**config.mk**
```make
export PLATFORM = sky130hd
export DESIGN_NAME = except_ctrl_flat
export DESIGN_NICKNAME = d
export VERILOG_FILES = /design/src/rtl/except_ctrl_pkg.sv /design/src/rtl/except_ctrl_if.sv /design/src/rtl/except_ctrl_sel.sv /design/src/rtl/except_ctrl.sv /design/src/flat_wrapper.sv
export SDC_FILE = /design/constraint.sdc
export NUM_CORES = 1
export LEC_CHECK = 0
export ABC_AREA = 1
export CORE_ASPECT_RATIO = 1.5
export CORE_MARGIN = 2
export CORE_UTILIZATION = 30
export CTS_BUF_LIST = sky130_fd_sc_hd__clkbuf_16
export CTS_CLUSTER_SIZE = 25
export DETAILED_ROUTE_END_ITERATION = 6
export GPL_TIMING_DRIVEN = 1
export HOLD_SLACK_MARGIN = 0.12
export PLACE_DENSITY = 0.74
export SYNTH_ARGS = -nofsm -noshare
export SYNTH_HDL_FRONTEND = slang
export SYNTH_HIERARCHICAL = 1
export SYNTH_SLANG_ARGS = --single-unit
```
**constraint.sdc**
```tcl
create_clock -name clk -period 1.6 [get_ports clk]
set_input_delay 0.32 -clock clk [delete_from_list [all_inputs] [get_ports clk]]
set_output_delay 0.32 -clock clk [all_outputs]
set_load 0.05 [all_outputs]
```
**src/rtl/except_ctrl_pkg.sv**
```systemverilog
// Shared core definitions for the commit-stage exception sequencer:
// ecode constants, sequencer states and the commit-slot bundle.
package except_ctrl_pkg;

   localparam logic [5:0] EC_INT  = 6'h00;
   localparam logic [5:0] EC_PIL  = 6'h01;
   localparam logic [5:0] EC_PIS  = 6'h02;
   localparam logic [5:0] EC_PIF  = 6'h03;
   localparam logic [5:0] EC_PME  = 6'h04;
   localparam logic [5:0] EC_PPI  = 6'h07;
   localparam logic [5:0] EC_ADEF = 6'h08;
   localparam logic [5:0] EC_ALE  = 6'h09;
   localparam logic [5:0] EC_SYS  = 6'h0B;
   localparam logic [5:0] EC_BRK  = 6'h0C;
   localparam logic [5:0] EC_INE  = 6'h0D;
   localparam logic [5:0] EC_IPE  = 6'h0E;

   typedef enum logic [1:0] {
      IDLE,
      FLUSH,
      REDIRECT
   } state_t;

   typedef struct packed {
      logic        valid;
      logic        except;
      logic        ertn;
      logic [5:0]  ecode;
      logic [31:0] pc;
   } commit_slot_t;

   function automatic commit_slot_t mk_slot(
      input logic        valid,
      input logic        except,
      input logic        ertn,
      input logic [5:0]  ecode,
      input logic [31:0] pc
   );
      commit_slot_t s;
      s.valid  = valid;
      s.except = except;
      s.ertn   = ertn;
      s.ecode  = ecode;
      s.pc     = pc;
      return s;
   endfunction

endpackage

```
**src/rtl/except_ctrl_if.sv**
```systemverilog
// Front-end redirect handshake between the exception sequencer
// (master) and the instruction fetch unit (slave).
interface except_ctrl_if;

   logic        redirect_valid;
   logic [31:0] redirect_pc;
   logic        redirect_ready;

   modport master (
      output redirect_valid,
      output redirect_pc,
      input  redirect_ready
   );

   modport slave (
      input  redirect_valid,
      input  redirect_pc,
      output redirect_ready
   );

endinterface

```
**src/rtl/except_ctrl_sel.sv**
```systemverilog
// Priority picker over the two commit slots plus the interrupt:
// oldest slot first, interrupt beats slot 0, exception beats ertn.
module except_sel
   import except_ctrl_pkg::*;
#(
   parameter logic [5:0] ECODE_INT = 6'h00
) (
   input  commit_slot_t slot0,
   input  commit_slot_t slot1,
   input  logic         int_req,
   output logic         hit,
   output logic         is_ertn,
   output logic [5:0]   ecode,
   output logic [31:0]  pc
);

   // Walk the candidates oldest-first; the first match wins.
   always_comb begin
      hit     = 1'b0;
      is_ertn = 1'b0;
      ecode   = '0;
      pc      = '0;
      if (slot0.valid && int_req) begin
         hit   = 1'b1;
         ecode = ECODE_INT;
         pc    = slot0.pc;
      end else if (slot0.valid && slot0.except) begin
         hit   = 1'b1;
         ecode = slot0.ecode;
         pc    = slot0.pc;
      end else if (slot0.valid && slot0.ertn) begin
         hit     = 1'b1;
         is_ertn = 1'b1;
         pc      = slot0.pc;
      end else if (slot1.valid && slot1.except) begin
         hit   = 1'b1;
         ecode = slot1.ecode;
         pc    = slot1.pc;
      end else if (slot1.valid && slot1.ertn) begin
         hit     = 1'b1;
         is_ertn = 1'b1;
         pc      = slot1.pc;
      end
   end

endmodule

```
**src/rtl/except_ctrl.sv**
```systemverilog
// Commit-stage exception / ERTN sequencer: capture strobe, timed
// flush, then one redirect to EENTRY (exception) or ERA (ERTN).
module except_ctrl
   import except_ctrl_pkg::*;
#(
   parameter int unsigned FLUSH_CYCLES = 2,
   parameter logic [5:0]  ECODE_INT    = 6'h00
) (
   input  logic          clk,
   input  logic          rst_n,
   input  logic [1:0]    commit_valid,
   input  logic [1:0]    commit_except,
   input  logic [1:0]    commit_ertn,
   input  logic [5:0]    commit_ecode0,
   input  logic [5:0]    commit_ecode1,
   input  logic [31:0]   commit_pc0,
   input  logic [31:0]   commit_pc1,
   input  logic          int_req,
   input  logic [31:0]   eentry,
   input  logic [31:0]   era,
   output logic          except_en,
   output logic [31:0]   except_PC,
   output logic [5:0]    except_ecode,
   output logic          ertn_en,
   output logic          flush,
   output logic          commit_stall,
   except_ctrl_if.master rif
);

   localparam logic [3:0] FC = 4'(FLUSH_CYCLES);

   state_t       state;
   state_t       nstate;
   logic [3:0]   cnt;
   logic [31:0]  target;
   logic         ev_ertn;
   logic         accept;
   commit_slot_t slot0;
   commit_slot_t slot1;
   logic         sel_hit;
   logic         sel_ertn;
   logic [5:0]   sel_ecode;
   logic [31:0]  sel_pc;

   assign slot0 = mk_slot(commit_valid[0], commit_except[0],
                          commit_ertn[0], commit_ecode0, commit_pc0);
   assign slot1 = mk_slot(commit_valid[1], commit_except[1],
                          commit_ertn[1], commit_ecode1, commit_pc1);

   except_sel #(
      .ECODE_INT (ECODE_INT)
   ) u_sel (
      .slot0   (slot0),
      .slot1   (slot1),
      .int_req (int_req),
      .hit     (sel_hit),
      .is_ertn (sel_ertn),
      .ecode   (sel_ecode),
      .pc      (sel_pc)
   );

   // Commit inputs only matter while idle.
   assign accept = (state == IDLE) && sel_hit;

   // State register.
   always_ff @(posedge clk or negedge rst_n) begin
      if (!rst_n) state <= IDLE;
      else        state <= nstate;
   end

   // Next state: idle -> flush countdown -> redirect handshake.
   always_comb begin
      nstate = state;
      case (state)
         IDLE:     if (sel_hit) nstate = FLUSH;
         FLUSH:    if (cnt <= 4'd1) nstate = REDIRECT;
         REDIRECT: if (rif.redirect_ready) nstate = IDLE;
         default:  nstate = IDLE;
      endcase
   end

   // Registered strobes, captured event data and flush counter.
   always_ff @(posedge clk or negedge rst_n) begin
      if (!rst_n) begin
         except_en    <= 1'b0;
         ertn_en      <= 1'b0;
         except_PC    <= '0;
         except_ecode <= '0;
         target       <= '0;
         ev_ertn      <= 1'b0;
         cnt          <= '0;
      end else begin
         except_en <= accept && !sel_ertn;
         ertn_en   <= accept && sel_ertn;
         if (accept) begin
            ev_ertn <= sel_ertn;
            cnt     <= FC;
            if (!sel_ertn) begin
               except_PC    <= sel_pc;
               except_ecode <= sel_ecode;
               target       <= eentry;
            end
         end else if (state == FLUSH && cnt != 4'd0) begin
            cnt <= cnt - 4'd1;
         end
      end
   end

   // Outputs decoded from state; ERTN targets the live ERA value.
   always_comb begin
      flush              = (state == FLUSH);
      commit_stall       = (state != IDLE);
      rif.redirect_valid = (state == REDIRECT);
      rif.redirect_pc    = '0;
      if (state == REDIRECT)
         rif.redirect_pc = ev_ertn ? era : target;
   end

endmodule

```
**src/flat_wrapper.sv**
```systemverilog
// flat-port wrapper written by rule: the top's interface ports become plain ports
module except_ctrl_flat import except_ctrl_pkg::*;
#(
   parameter int unsigned FLUSH_CYCLES = 2,
   parameter logic [5:0]  ECODE_INT    = 6'h00
)
  (clk, rst_n, commit_valid, commit_except, commit_ertn, commit_ecode0, commit_ecode1, commit_pc0, commit_pc1, int_req, eentry, era, except_en, except_PC, except_ecode, ertn_en, flush, commit_stall, rif_redirect_valid, rif_redirect_pc, rif_redirect_ready);
  except_ctrl_if rif_i ();
  input  logic clk;
  input  logic rst_n;
  input  logic [1:0] commit_valid;
  input  logic [1:0] commit_except;
  input  logic [1:0] commit_ertn;
  input  logic [5:0] commit_ecode0;
  input  logic [5:0] commit_ecode1;
  input  logic [31:0] commit_pc0;
  input  logic [31:0] commit_pc1;
  input  logic int_req;
  input  logic [31:0] eentry;
  input  logic [31:0] era;
  output logic except_en;
  output logic [31:0] except_PC;
  output logic [5:0] except_ecode;
  output logic ertn_en;
  output logic flush;
  output logic commit_stall;
  output wire logic [$bits(rif_i.redirect_valid)-1:0] rif_redirect_valid;
  output wire logic [$bits(rif_i.redirect_pc)-1:0] rif_redirect_pc;
  input wire logic [$bits(rif_i.redirect_ready)-1:0] rif_redirect_ready;
  assign rif_redirect_valid = rif_i.redirect_valid;
  assign rif_redirect_pc = rif_i.redirect_pc;
  assign rif_i.redirect_ready = rif_redirect_ready;
  except_ctrl #(.FLUSH_CYCLES(FLUSH_CYCLES), .ECODE_INT(ECODE_INT)) u_core (.clk(clk), .rst_n(rst_n), .commit_valid(commit_valid), .commit_except(commit_except), .commit_ertn(commit_ertn), .commit_ecode0(commit_ecode0), .commit_ecode1(commit_ecode1), .commit_pc0(commit_pc0), .commit_pc1(commit_pc1), .int_req(int_req), .eentry(eentry), .era(era), .except_en(except_en), .except_PC(except_PC), .except_ecode(except_ecode), .ertn_en(ertn_en), .flush(flush), .commit_stall(commit_stall), .rif(rif_i));
endmodule
```
# Word-level counts from Yosys, hierarchy flattened
# Index checks and enable logic that the tools add are counted.
# totals
reg_bits	79
in_bits	150
wordCells	58
out_inout_bits	75
# classes
n_eq_ne	5
add_sub_neg	1
magnitude_cmp	1
n_mux	26
bitwise	1
reduce_logical	16
# ops
cell	count
2-to-1 mux 32 bit	7
2-to-1 mux 6 bit	4
logical AND 1 bit	9
2-to-1 mux 1 bit	9
2-to-1 mux 4 bit	2
2-to-1 mux 2 bit	3
!= test 2 x 1 -> 1 bit (second input constant)	3
one-hot mux 2 bit (3 select lines)	1
less-or-equal comparator 4 x 1 -> 1 bit (second input constant)	1
nonzero test 2 bit	2
nonzero test 4 bit	1
subtractor 4 x 1 -> 4 bit (second input constant)	1
AND reduction 3 bit	1
== test 2 x 1 -> 1 bit (second input constant)	1
== test 2 bit (second input constant)	1
zero test 2 bit	1
AND reduction 2 bit	1
zero test 1 bit	1
NOT 1 bit	1

# Longest topological paths before layout
# logic_depth
depth_word	8
ltp_mapped	10
mapped_depth_nobuf	8

# Hierarchy
# The synthesis kept the hierarchy.
# by_module_without_submodules
mod	cells_each	seq_area_each_um2	area_each_um2	n_inst
except_ctrl	455	1976.9	3517.1	1
except_sel	145	0.0	633.1	1

# Worst setup path after synthesis
# Ideal clock, no wire load.
# synth_timing
kind	register to output
startpoint	register u_core.ev_ertn
endpoint	output rif_redirect_pc[22]
setup_slack_ps	-311
stages_incl_launch_ff	6
t_arrival_ps	1591
required_time_ps	1280
path_buffers	2
path_cell_list	dfrtp_1 buf_2 inv_1 buf_2 nand2_1 a21oi_1
# synth_between
elab_chain_cells	2
# synth_lines
element	line	source
start, declared	except_ctrl.sv:36	logic ev_ertn;
start signal, assigned	except_ctrl.sv:96	ev_ertn <= sel_ertn;
2-to-1 mux 32 bit	except_ctrl.sv:116	rif.redirect_pc = ev_ertn ? era : target;
2-to-1 mux 32 bit	except_ctrl.sv:115	if (state == REDIRECT)
end, declared	flat_wrapper.sv:28	output wire logic [$bits(rif_i.redirect_pc)-1:0] rif_redirect_pc;
# Every way passes these cells.

# Final worst setup path
# layout_timing
startpoint	register u_core.ev_ertn
endpoint	output rif_redirect_pc[29]
# The elaborated chain is that of the path after synthesis.

==> impl_metrics.toml <==
[synthesis]
yosysSeqAreaShare_pct = 47.63
synth_area_per_cell_um2 = 6.917
syn_inst = 600
syn_area_um2 = 4150
yosysWarnings = 6
syn_nets = 753
ys_seq_elements = 79
synth_cell_type_count = 23

[power]
p_per_area_nw_per_um2 = 1695
total_power_uw = 13590
power.leakage_uw = 0.003804
vdd_drop_max_uv = 770.0

[clock_tree]
clk_path_buf_depth = 2
cts.sinks = 79
cts_max_level = 3
cts_root_buf = "clkbuf_16"
cts_tree = "built"
cts_buffers = 9
clkSlewWorstSetupHoldPaths_ns = 0.06
worstSkewPairLatency_ns = 0.33

[sta]
fin_crit_sh_pct = 111.2
finalHoldViolCount = 0
grt_setup_unrepaired = "true"
tightest_slew_ns = 0.4269
relSlewSlack_pct = 71.54
max_freq_ghz = 0.5622
setup_viol = 33
layout_min_cycle_time_ns = 1.779
timing.final.ws_setup_ns = -0.1787
final_max_slew_viol_count = 0
finClkSkew_ns = 0.005731

[routing]
drc_errors = 0
viasPerCell = 4.563
wl_um = 14310
post_drt_wl_per_cell_um = 14.14
drt.antenna.violating_nets = 0
dr.pass1.iters = 4
first_iter_violations = 121
num_vias = 4618

[critical_path]
cp_cell_sequence = "clkinv_4 > buf_12 > nand2_1 > a21oi_4 > buf_12"
cp-start-kind = "register"
end_kind = "output pin"
crit_top_cell = "buf_12"
cp_slowest_cell = "dfrtp_2"
arrival_ns = 1.46
r2r_slack_ns = 0.10
path_buf_inv = 3
cp_data_required_time_ns = 1.28
cp_max_fo = 10
cpPeakStageDelay_ns = 0.44
cpLargestDelayFamily = "flip-flops"
critPathKind = "register to output pin"

[worst_hold_path]
min_path_type = "input pin to async pin"

[job]
max-cap-violations = 0

[finish]
syn2layout_area_growth_pct = 93.25
diodes = 0
final_cells = 1012
final_nets = 1000
final_util_pct = 59.26
design_area_um2 = 8020
drive_gt1_share_pct = 23.06

[floorplan]
core_um2 = 13530
initial_core_util_pct = 30.67
fp.dieW_um = 100.0
die_y_um = 148.1
io_pins = 225
num_rows = 52
dieArea_um2 = 14810

[grt]
grt_pass1_wl_um = 22250
first_global_vias = 4531
antenna_found_initial = 0
grt_util_all_layers_pct = 19.05
grt-ovfl-total = 0
grt_max_degree = 40

[place]
dpl_cell_area_um2 = 7126
portBuffers = 224
gp_congestion = 0.7896
dp.cells = 981
hpwl_um = 9933

[status]
violations = "negative setup slack"
outcome = "complete, but fails checks"
[Yosys cell counts]
cell type	instances	area (µm²)
nand3_2	1	10.01
clkbuf_1	6	22.52
nand2_2	1	6.260
o21ai_1	9	45.04
dfrtp_1	79	1977
nor2_4	1	11.26
buf_2	21	105.1
xor2_1	1	8.760
clkbuf_2	2	10.01
nand4_1	1	6.260
o21ai_0	30	150.1
or2_2	1	6.260
nor2_1	14	52.55
o22ai_1	1	6.260
nand3_4	1	17.52
ha_1	3	37.54
inv_1	12	45.04
nand3_1	5	25.02
nand2_1	369	1385
inv_2	3	11.26
buf_4	4	30.03
buf_6	1	11.26
a21oi_1	34	170.2
[cell families after synthesis]
group,count (synthesis),share of synthesized area [%]
fa+ha+maj,3,0.9045
flops,79,47.63
xor+xnor,1,0.2111
buf+inv,49,5.668
simple gates,394,36.63
compound gates,74,8.954
[layout make-up]
| cell class | count | area (µm²) |
|---|---|---|
| fillers | 1219 | 5513 |
| repair buffers | 270 | 3153 |
| multi-input cells | 472 | 2317 |
| flip-flops and latches | 79 | 1979 |
| clock buffers | 9 | 225.2 |
| well taps | 162 | 202.7 |
| clock inverters | 5 | 76.32 |
| inverters | 15 | 66.31 |
[path summary, 6_finish.rpt]
check                                  start              endpoint  cells past startpoint
setup / recovery              u_core/ev_ertn   rif_redirect_pc[29]                      5
hold / removal                         rst_n  u_core/except_PC[30]                      2
setup reg to reg             u_core/state[0]     u_core/target[15]                      9
hold reg to reg            u_core/target[31]     u_core/target[31]                      2
max in group asynchronous              rst_n   u_core/except_PC[2]                      3
min in group clk           u_core/target[31]     u_core/target[31]                      2
[repair_timing]
item	CTS	global route
gates cloned	3	5
buffers inserted	6	3
pin swaps	6	8
resized for setup	48	28
hold buffers	1	0
hold endpoints to repair	29	0
setup endpoints to repair	107	105
[through the flow]
stage | hold slack, ns | setup TNS, ns | setup slack [ns]
3_5_place_dp | 0.2885 | -32.28 | -0.4561
4_1_cts | 0.4721 | -4.955 | -0.1886
3_3_place_gp | 0.2923 | -30.58 | -0.4193
2_1_floorplan | 0.02441 | -3.483 | -0.1189
6_report | 0.4679 | -4.482 | -0.1787
5_1_grt | 0.4875 | -6.699 | -0.2269
[where the power goes]
group | switching [µW] | internal [µW] | leakage (µW)
clock | 758 | 1340 | 0.000149
sequential | 524 | 2880 | 0.000997
combinational | 4920 | 3160 | 0.00266
total | 6210 | 7380 | 0.00380
[metal layers]
layer	global-route usage, %	vias up	wire length (µm)
met5	0	-	0
met4	7.260	0	345
met3	4.088	24	925
met2	33.68	180	7696
met1	22.42	2067	5347
li1	-	2347	-
[cell usage in the layout, fill, tap and decap left out, types with 6 or more instances in the layout]
cell type / n
o21ai_1: 10
nand2_1: 353
a21oi_2: 6
clkbuf_16: 14
dfrtp_1: 77
a21oi_4: 26
nand2_2: 16
buf_4: 60
clkdlybuf4s50_1: 141
nor2_1: 13
buf_6: 6
inv_1: 10
o21ai_0: 29
buf_12: 48
[sequential cells by signal, indices dropped and copies added, names as in the netlist]
register,cells
u_core/ev_ertn,1
u_core/except_ecode,6
u_core/except_PC,32
u_core/state,2
u_core/ertn_en,1
u_core/cnt,4
u_core/target,32
u_core/except_en,1
(Power assumes the default switching activity.)
